## config.mk

```make
export PLATFORM = sky130hd
export DESIGN_NAME = mem_port_arbiter
export DESIGN_NICKNAME = d
export VERILOG_FILES = /design/src/rtl/mem_port_arbiter.sv
export SDC_FILE = /design/constraint.sdc
export NUM_CORES = 1
export LEC_CHECK = 0
export ABC_CLOCK_PERIOD_IN_PS = 1470
export BUFFER_PORTS_ARGS = -buffer_cell sky130_fd_sc_hd__buf_2
export CAP_MARGIN = 30
export CORE_AREA = 4 4 115 117
export CTS_BUF_LIST = sky130_fd_sc_hd__clkbuf_2 sky130_fd_sc_hd__clkbuf_4 sky130_fd_sc_hd__clkbuf_8
export CTS_CLUSTER_DIAMETER = 60
export DETAILED_ROUTE_END_ITERATION = 10
export DIE_AREA = 0 0 119 121
export PLACE_DENSITY = 0.59
export SLEW_MARGIN = 20
export SYNTH_ARGS = -nofsm -noshare
export SYNTH_HDL_FRONTEND = slang
export SYNTH_SLANG_ARGS = --single-unit
```

## constraint.sdc

```tcl
create_clock -name clk -period 1.47 [get_ports clk]
set_clock_uncertainty 0.05 [all_clocks]
set_input_delay 0.3675 -clock clk [delete_from_list [all_inputs] [get_ports clk]]
set_output_delay 0.3675 -clock clk [all_outputs]
set_load 0.05 [all_outputs]
```

## src/rtl/mem_port_arbiter.sv

```systemverilog
// +--------------------------------------------------------------------------+
// | Module      : mem_port_arbiter                                           |
// | Description : Shares one unified memory port between the CPU core and a  |
// |               DMA/loader master. Parked on the CPU, with bounded         |
// |               round-robin hand-over and an optional DMA burst lock.      |
// | Revision    : 1.0  initial release                                       |
// +--------------------------------------------------------------------------+
`default_nettype none

module mem_port_arbiter #(
    parameter int AW      = 32,
    parameter int DW      = 32,
    parameter int MAXHOLD = 4
) (
    input  logic          clk,
    input  logic          reset,

    input  logic          cpu_req,
    input  logic          cpu_we,
    input  logic [AW-1:0] cpu_adr,
    input  logic [DW-1:0] cpu_wd,
    output logic [DW-1:0] cpu_rd,
    output logic          cpu_gnt,
    output logic          cpu_stall,

    input  logic          dma_req,
    input  logic          dma_we,
    input  logic [AW-1:0] dma_adr,
    input  logic [DW-1:0] dma_wd,
    input  logic          dma_lock,
    output logic [DW-1:0] dma_rd,
    output logic          dma_gnt,

    output logic          mem_we,
    output logic [AW-1:0] mem_adr,
    output logic [DW-1:0] mem_wd,
    input  logic [DW-1:0] mem_rd
);

    localparam int             HCW      = $clog2(MAXHOLD + 1);
    localparam logic [HCW-1:0] HOLD_MAX = HCW'(MAXHOLD);

    typedef enum logic [0:0] {
        OWN_CPU = 1'b0,
        OWN_DMA = 1'b1
    } owner_e;

    owner_e         state_q;
    owner_e         state_d;
    logic [HCW-1:0] hold_cnt_q;
    logic [HCW-1:0] hold_cnt_d;

    logic           hold_full;
    logic           other_req;
    logic           owner_req;
    logic           owner_we;

    always_ff @(posedge clk or negedge reset) begin
        if (!reset) begin
            state_q    <= OWN_CPU;
            hold_cnt_q <= '0;
        end else begin
            state_q    <= state_d;
            hold_cnt_q <= hold_cnt_d;
        end
    end

    always_comb begin
        state_d    = state_q;
        hold_cnt_d = hold_cnt_q;
        hold_full  = (hold_cnt_q == HOLD_MAX);
        other_req  = 1'b0;

        case (state_q)
            OWN_CPU: begin
                other_req = dma_req;
                if (dma_req && (!cpu_req || hold_full)) begin
                    state_d = OWN_DMA;
                end
            end
            OWN_DMA: begin
                other_req = cpu_req;
                if (!dma_req || (cpu_req && hold_full && !dma_lock)) begin
                    state_d = OWN_CPU;
                end
            end
            default: begin
                state_d = OWN_CPU;
            end
        endcase

        // Counter only runs while someone is actually waiting; it saturates so a locked burst never wraps.
        if ((state_d != state_q) || !other_req) begin
            hold_cnt_d = '0;
        end else if (!hold_full) begin
            hold_cnt_d = hold_cnt_q + HCW'(1);
        end
    end

    always_comb begin
        cpu_gnt = (state_q == OWN_CPU);
        dma_gnt = (state_q == OWN_DMA);

        if (state_q == OWN_DMA) begin
            mem_adr   = dma_adr;
            mem_wd    = dma_wd;
            owner_req = dma_req;
            owner_we  = dma_we;
        end else begin
            mem_adr   = cpu_adr;
            mem_wd    = cpu_wd;
            owner_req = cpu_req;
            owner_we  = cpu_we;
        end

        // Gating with reset keeps a write from landing while reset is held, even though the CPU is parked as owner.
        mem_we    = reset & owner_req & owner_we;
        cpu_stall = cpu_req & ~cpu_gnt;
        cpu_rd    = mem_rd;
        dma_rd    = mem_rd;
    end

endmodule

`default_nettype wire

```

# Word level (Yosys, flattened, before mapping)

Index checks and enable logic that the tools add are counted.
Widths: inputs -> output; s select.

Register bits: 4
Input bits: 167
Output and inout bits: 132
Word-level logic and storage cells: 30

Add/subtract/negate cells: 1
Eq/ne operators: 3
Mux-type cells: 10
Bitwise operators: 4
Reductions and logical operators: 10

Operators with widths:

| kind                | count |
|---|---|
| $mux 32             | 2 |
| $mux 3              | 2 |
| $logic_not 1->1     | 4 |
| $mux 1              | 4 |
| $pmux 1 s2          | 2 |
| $add 3x1->3 const B | 1 |
| $and 1x1->1         | 3 |
| $eq 3x3->1 const B  | 1 |
| $logic_and 1x1->1   | 3 |
| $logic_or 1x1->1    | 3 |
| $ne 2x1->1 const B  | 1 |
| $ne 1x1->1          | 1 |
| $not 1->1           | 1 |

# Depth between registers and ports, before layout

Word-level depth: 9
Depth in mapped cells: 5
Mapped depth without buffers: 5

# Worst setup path before layout

Ideal clock, no wire load.

Kind: flip-flop to output port
Start: register state_q, in the netlist dma_gnt
End: output port mem_we
Arrival time: 1.736 ns
Required time: 1.053 ns
Path slack: -0.683 ns
Stages on the path, launching flop included: 5
Path buffers: 2
Cell sequence: dfrtp_1 buf_6 buf_8 a32oi_1 nor2b_1

Cells in the longest elaborated chain, start to end: 3
Elaborated cells on any way between the ends: 4
Classes of those cells: mux: 2; bitwise: 2

RTL lines:

| item                   | line | RTL |
|---|---|---|
| start, declared        | 48   | `owner_e state_q;` |
| start signal, assigned | 63   | `state_q <= state_d;` |
| $mux 1                 | 104  | `if (state_q == OWN_DMA) begin` |
| $and 1x1->1            | 117  | `mem_we = reset & owner_req & owner_we;` |
| $and 1x1->1 *          | 117  |  |
| end, declared          | 34   | `output logic mem_we,` |

Mark *: on every way between the ends. The rest lies on a longest branch, timed or not.

# Worst setup path in the final report

Start: register state_q, in the netlist dma_gnt
End: output port mem_wd[24]

Cells in the longest elaborated chain, start to end: 1

RTL lines:

| item          | line | RTL |
|---|---|---|
| $mux 32       | 104  |  |
| end, declared | 36   | `output logic [DW-1:0] mem_wd,` |

No other way between the ends.

==> metrics.md <==
| Metric | Value |
|---|---|
| Routability Congestion | `0.869` |
| Worst skew pair latency | `0.22 ns` |
| Detailed-route via count | `1695` |
| Worst path slowest cell | `dfrtp_4` |
| First-pass GRT wire length | `9.20 mm` |
| DRT Wirelength | `6.52 mm` |
| Reg2reg path depth | `5` |
| Crit path buf inv count | `2` |
| GR Layer Usage met2 | `13.1%` |
| FMAX | `0.524 GHz` |
| Met3 usage | `2.75%` |
| Vias in the first global route | `1764` |
| #FFs+latches synth | `4` |
| Power Total | `0.00186 W` |
| Clock sinks | `4` |
| Final worst slack | `-0.439 ns` |
| Unrepaired setup endpoints after global routing | `yes` |
| Pleak | `1.57 nW` |
| Worst Path Required | `1.05 ns` |
| CORE AREA | `12400 um^2` |
| Worst vdd ir | `0.513 mV` |
| Synthesized area | `1650 um^2` |
| Hold Path Depth | `2` |
| Total die area | `14400 um^2` |
| Worst-path clk slew | `0.04 ns` |
| Detailed placement HPWL | `5.41 mm` |
| Worst hold path endpoint | `dma_gnt` |
| Reg2reg start | `dma_gnt` |
| Post-route antenna net violation count | `0` |
| Worst slack, placed | `-0.249 ns` |
| Worst hold start | `dma_req` |
| Wire per inst | `13.6 um` |
| Worst path max stage delay | `0.51 ns` |
| Ant diodes | `0` |
| GRT Overall Usage | `7.83%` |
| Syn avg cell area | `10.0 um^2` |
| Failing checks | `setup timing` |
| Detailed-route DRC error count | `0` |
| Row count | `41` |
| Final Hold Vio Count | `0` |
| H-tree depth | `1` |
| Worst R2R End | `hold_cnt_q[2]` |
| Critical Path End Type | `output port` |
| Worst path cell trace | `buf_16 > mux2_4 > buf_4` |
| Syn Inst Count | `164` |
| Nets | `477` |
| Syn_nets | `333` |
| Drt pass-1 iters | `4` |
| Ports | `299` |
| Worst-margin pin slew | `0.273 ns` |
| Synthesis-to-finish area growth | `74.6%` |
| DR iter-0 viols | `32` |
| Startpoint Class | `register` |
| Clock Tree Root | `clkbuf_8` |
| Pin count of the biggest net entering global routing | `36` |
| Reg2Reg Setup Slack | `0.03 ns` |
| Tmin final | `1.91 ns` |
| Crit path arrival time | `1.49 ns` |
| Seq/Total Area, Yosys | `6.08%` |
| Placed Cells | `472` |
| CTS buffer count | `3` |
| Max-Slew Margin vs Limit | `81.7%` |
| Min-delay worst type | `in2reg` |
| Clock Path Buffers | `2` |
| Final Max Slew Viols | `0` |
| MaxCap Viol Count | `0` |
| Global-route met1 utilization | `9.36%` |
| Power per cell area | `648 nW/um^2` |
| Family with the most delay on the worst path | `flip-flops` |
| TritonCTS clock tree | `built` |
| CP Max Fanout | `35` |
| Setup Total Neg Slack | `-27.08 ns` |
| Layout cell share with drive strength beyond 1 | `92.8%` |
| PortBufs | `202` |
| Netlist cell types | `21` |
| Outcome | `finished, violations left` |
| Post-Layout Cell Count | `479` |
| Die height | `121 um` |
| CP Class | `reg2out` |
| Initial antenna violation count | `0` |
| Die X | `119 um` |
| GRT overflow | `0` |
| Initial Util | `13.3%` |
| Fin crit share | `130%` |
| Synth warn | `0` |
| Final setup viols | `68` |
| Most Used Layer, Global Route | `met2` |
| Vias/cell | `3.54` |
## report_power, final
part	internal [W]	switching, W
sequential	0.000117	0.00000662
combinational	0.000624	0.000850
clock	0.000204	0.0000598
## worst register-to-register path, delay by kind of cell (launching register included)
kind / cells / cell delay (ns)
simple gates: 2 / 0.21
flops: 1 / 0.51
buf+inv: 2 / 0.27
compound gates: 1 / 0.27
## routing by layer
metal | routed length [um] | part of all wire, % | vias to the layer above
li1 | - | - | 777
met3 | 676 | 10 | 13
met5 | 0 | 0 | -
met4 | 111 | 1.7 | 0
met1 | 2530 | 39 | 777
met2 | 3200 | 49 | 128
## cell type report
| cell class | instances | area (um^2) |
|---|---|---|
| Tap cell | 172 | 215 |
| Timing Repair Buffer | 211 | 1370 |
| Multi-Input combinational cell | 84 | 1110 |
| Inverter | 4 | 22.5 |
| Sequential cell | 4 | 104 |
| Clock buffer | 4 | 48.8 |
| Fill cell | 1315 | 9490 |
## synth_stat cells, drive strengths merged
master / instances / area, um^2
buf: 72 / 577
nor2: 3 / 11.3
ha: 2 / 25.0
inv: 4 / 15.0
a21oi: 1 / 5.00
dfrtp: 4 / 100
nor2b: 2 / 12.5
nand2: 5 / 18.8
a32oi: 1 / 8.76
and2: 1 / 6.26
xnor2: 1 / 8.76
nor3: 1 / 5.00
mux2: 64 / 830
o211ai: 1 / 7.51
o311a: 1 / 10.0
nand3: 1 / 5.00
## flip-flops by register name (all words and copies together), names as in the netlist
signal      count
hold_cnt_q      3
dma_gnt         1
## worst max path at each step
stage,startpoint,end,slack [ns],cells after the start
after floorplan,dma_gnt,mem_wd[16],-0.28,4
after CTS,dma_gnt,mem_wd[24],-0.47,3
final,dma_gnt,mem_wd[24],-0.44,3
after detailed placement,dma_gnt,mem_wd[24],-0.25,3
after global placement,dma_gnt,mem_wd[26],-0.21,3
after global routing,dma_gnt,mem_we,-0.48,6
## stage by stage
stage	area [um^2]	hold WS [ns]	util, %
after floorplan	1790	0.0219	-
after global placement	2510	0.136	20.3
final	2870	0.357	23.2
after detailed placement	2510	0.140	20.3
after global routing	2870	0.350	23.2
after CTS	2820	0.356	22.8
## kinds of logic (layout without fill, tap and decap cells)
kind of cell    after synthesis  after routing  synth area share [%]
xor+xnor                      1              1                 0.532
mux                          64             64                  50.4
compound gates                4              4                  1.90
simple gates                 13             13                  3.57
buf+inv                      76            219                  36.0
fa+ha+maj                     2              2                  1.52
flops                         4              4                  6.08
## repair_timing
item,in CTS,in global routing
endpoints found under the setup margin,68,71
resized for setup,78,9
hold endpoints to repair,4,0
buffers inserted,0,2
hold buffers,1,0
pin swaps,0,4
## layout by cell type, fill, tap and decap left out, types with 3 or more instances in the layout
cell        n
mux2_4     64
buf_4       7
nor2_1      3
clkbuf_8    3
buf_8       3
buf_6      33
buf_2     164
nand2_1     4
dfrtp_1     3
(Power assumes the default switching activity.)
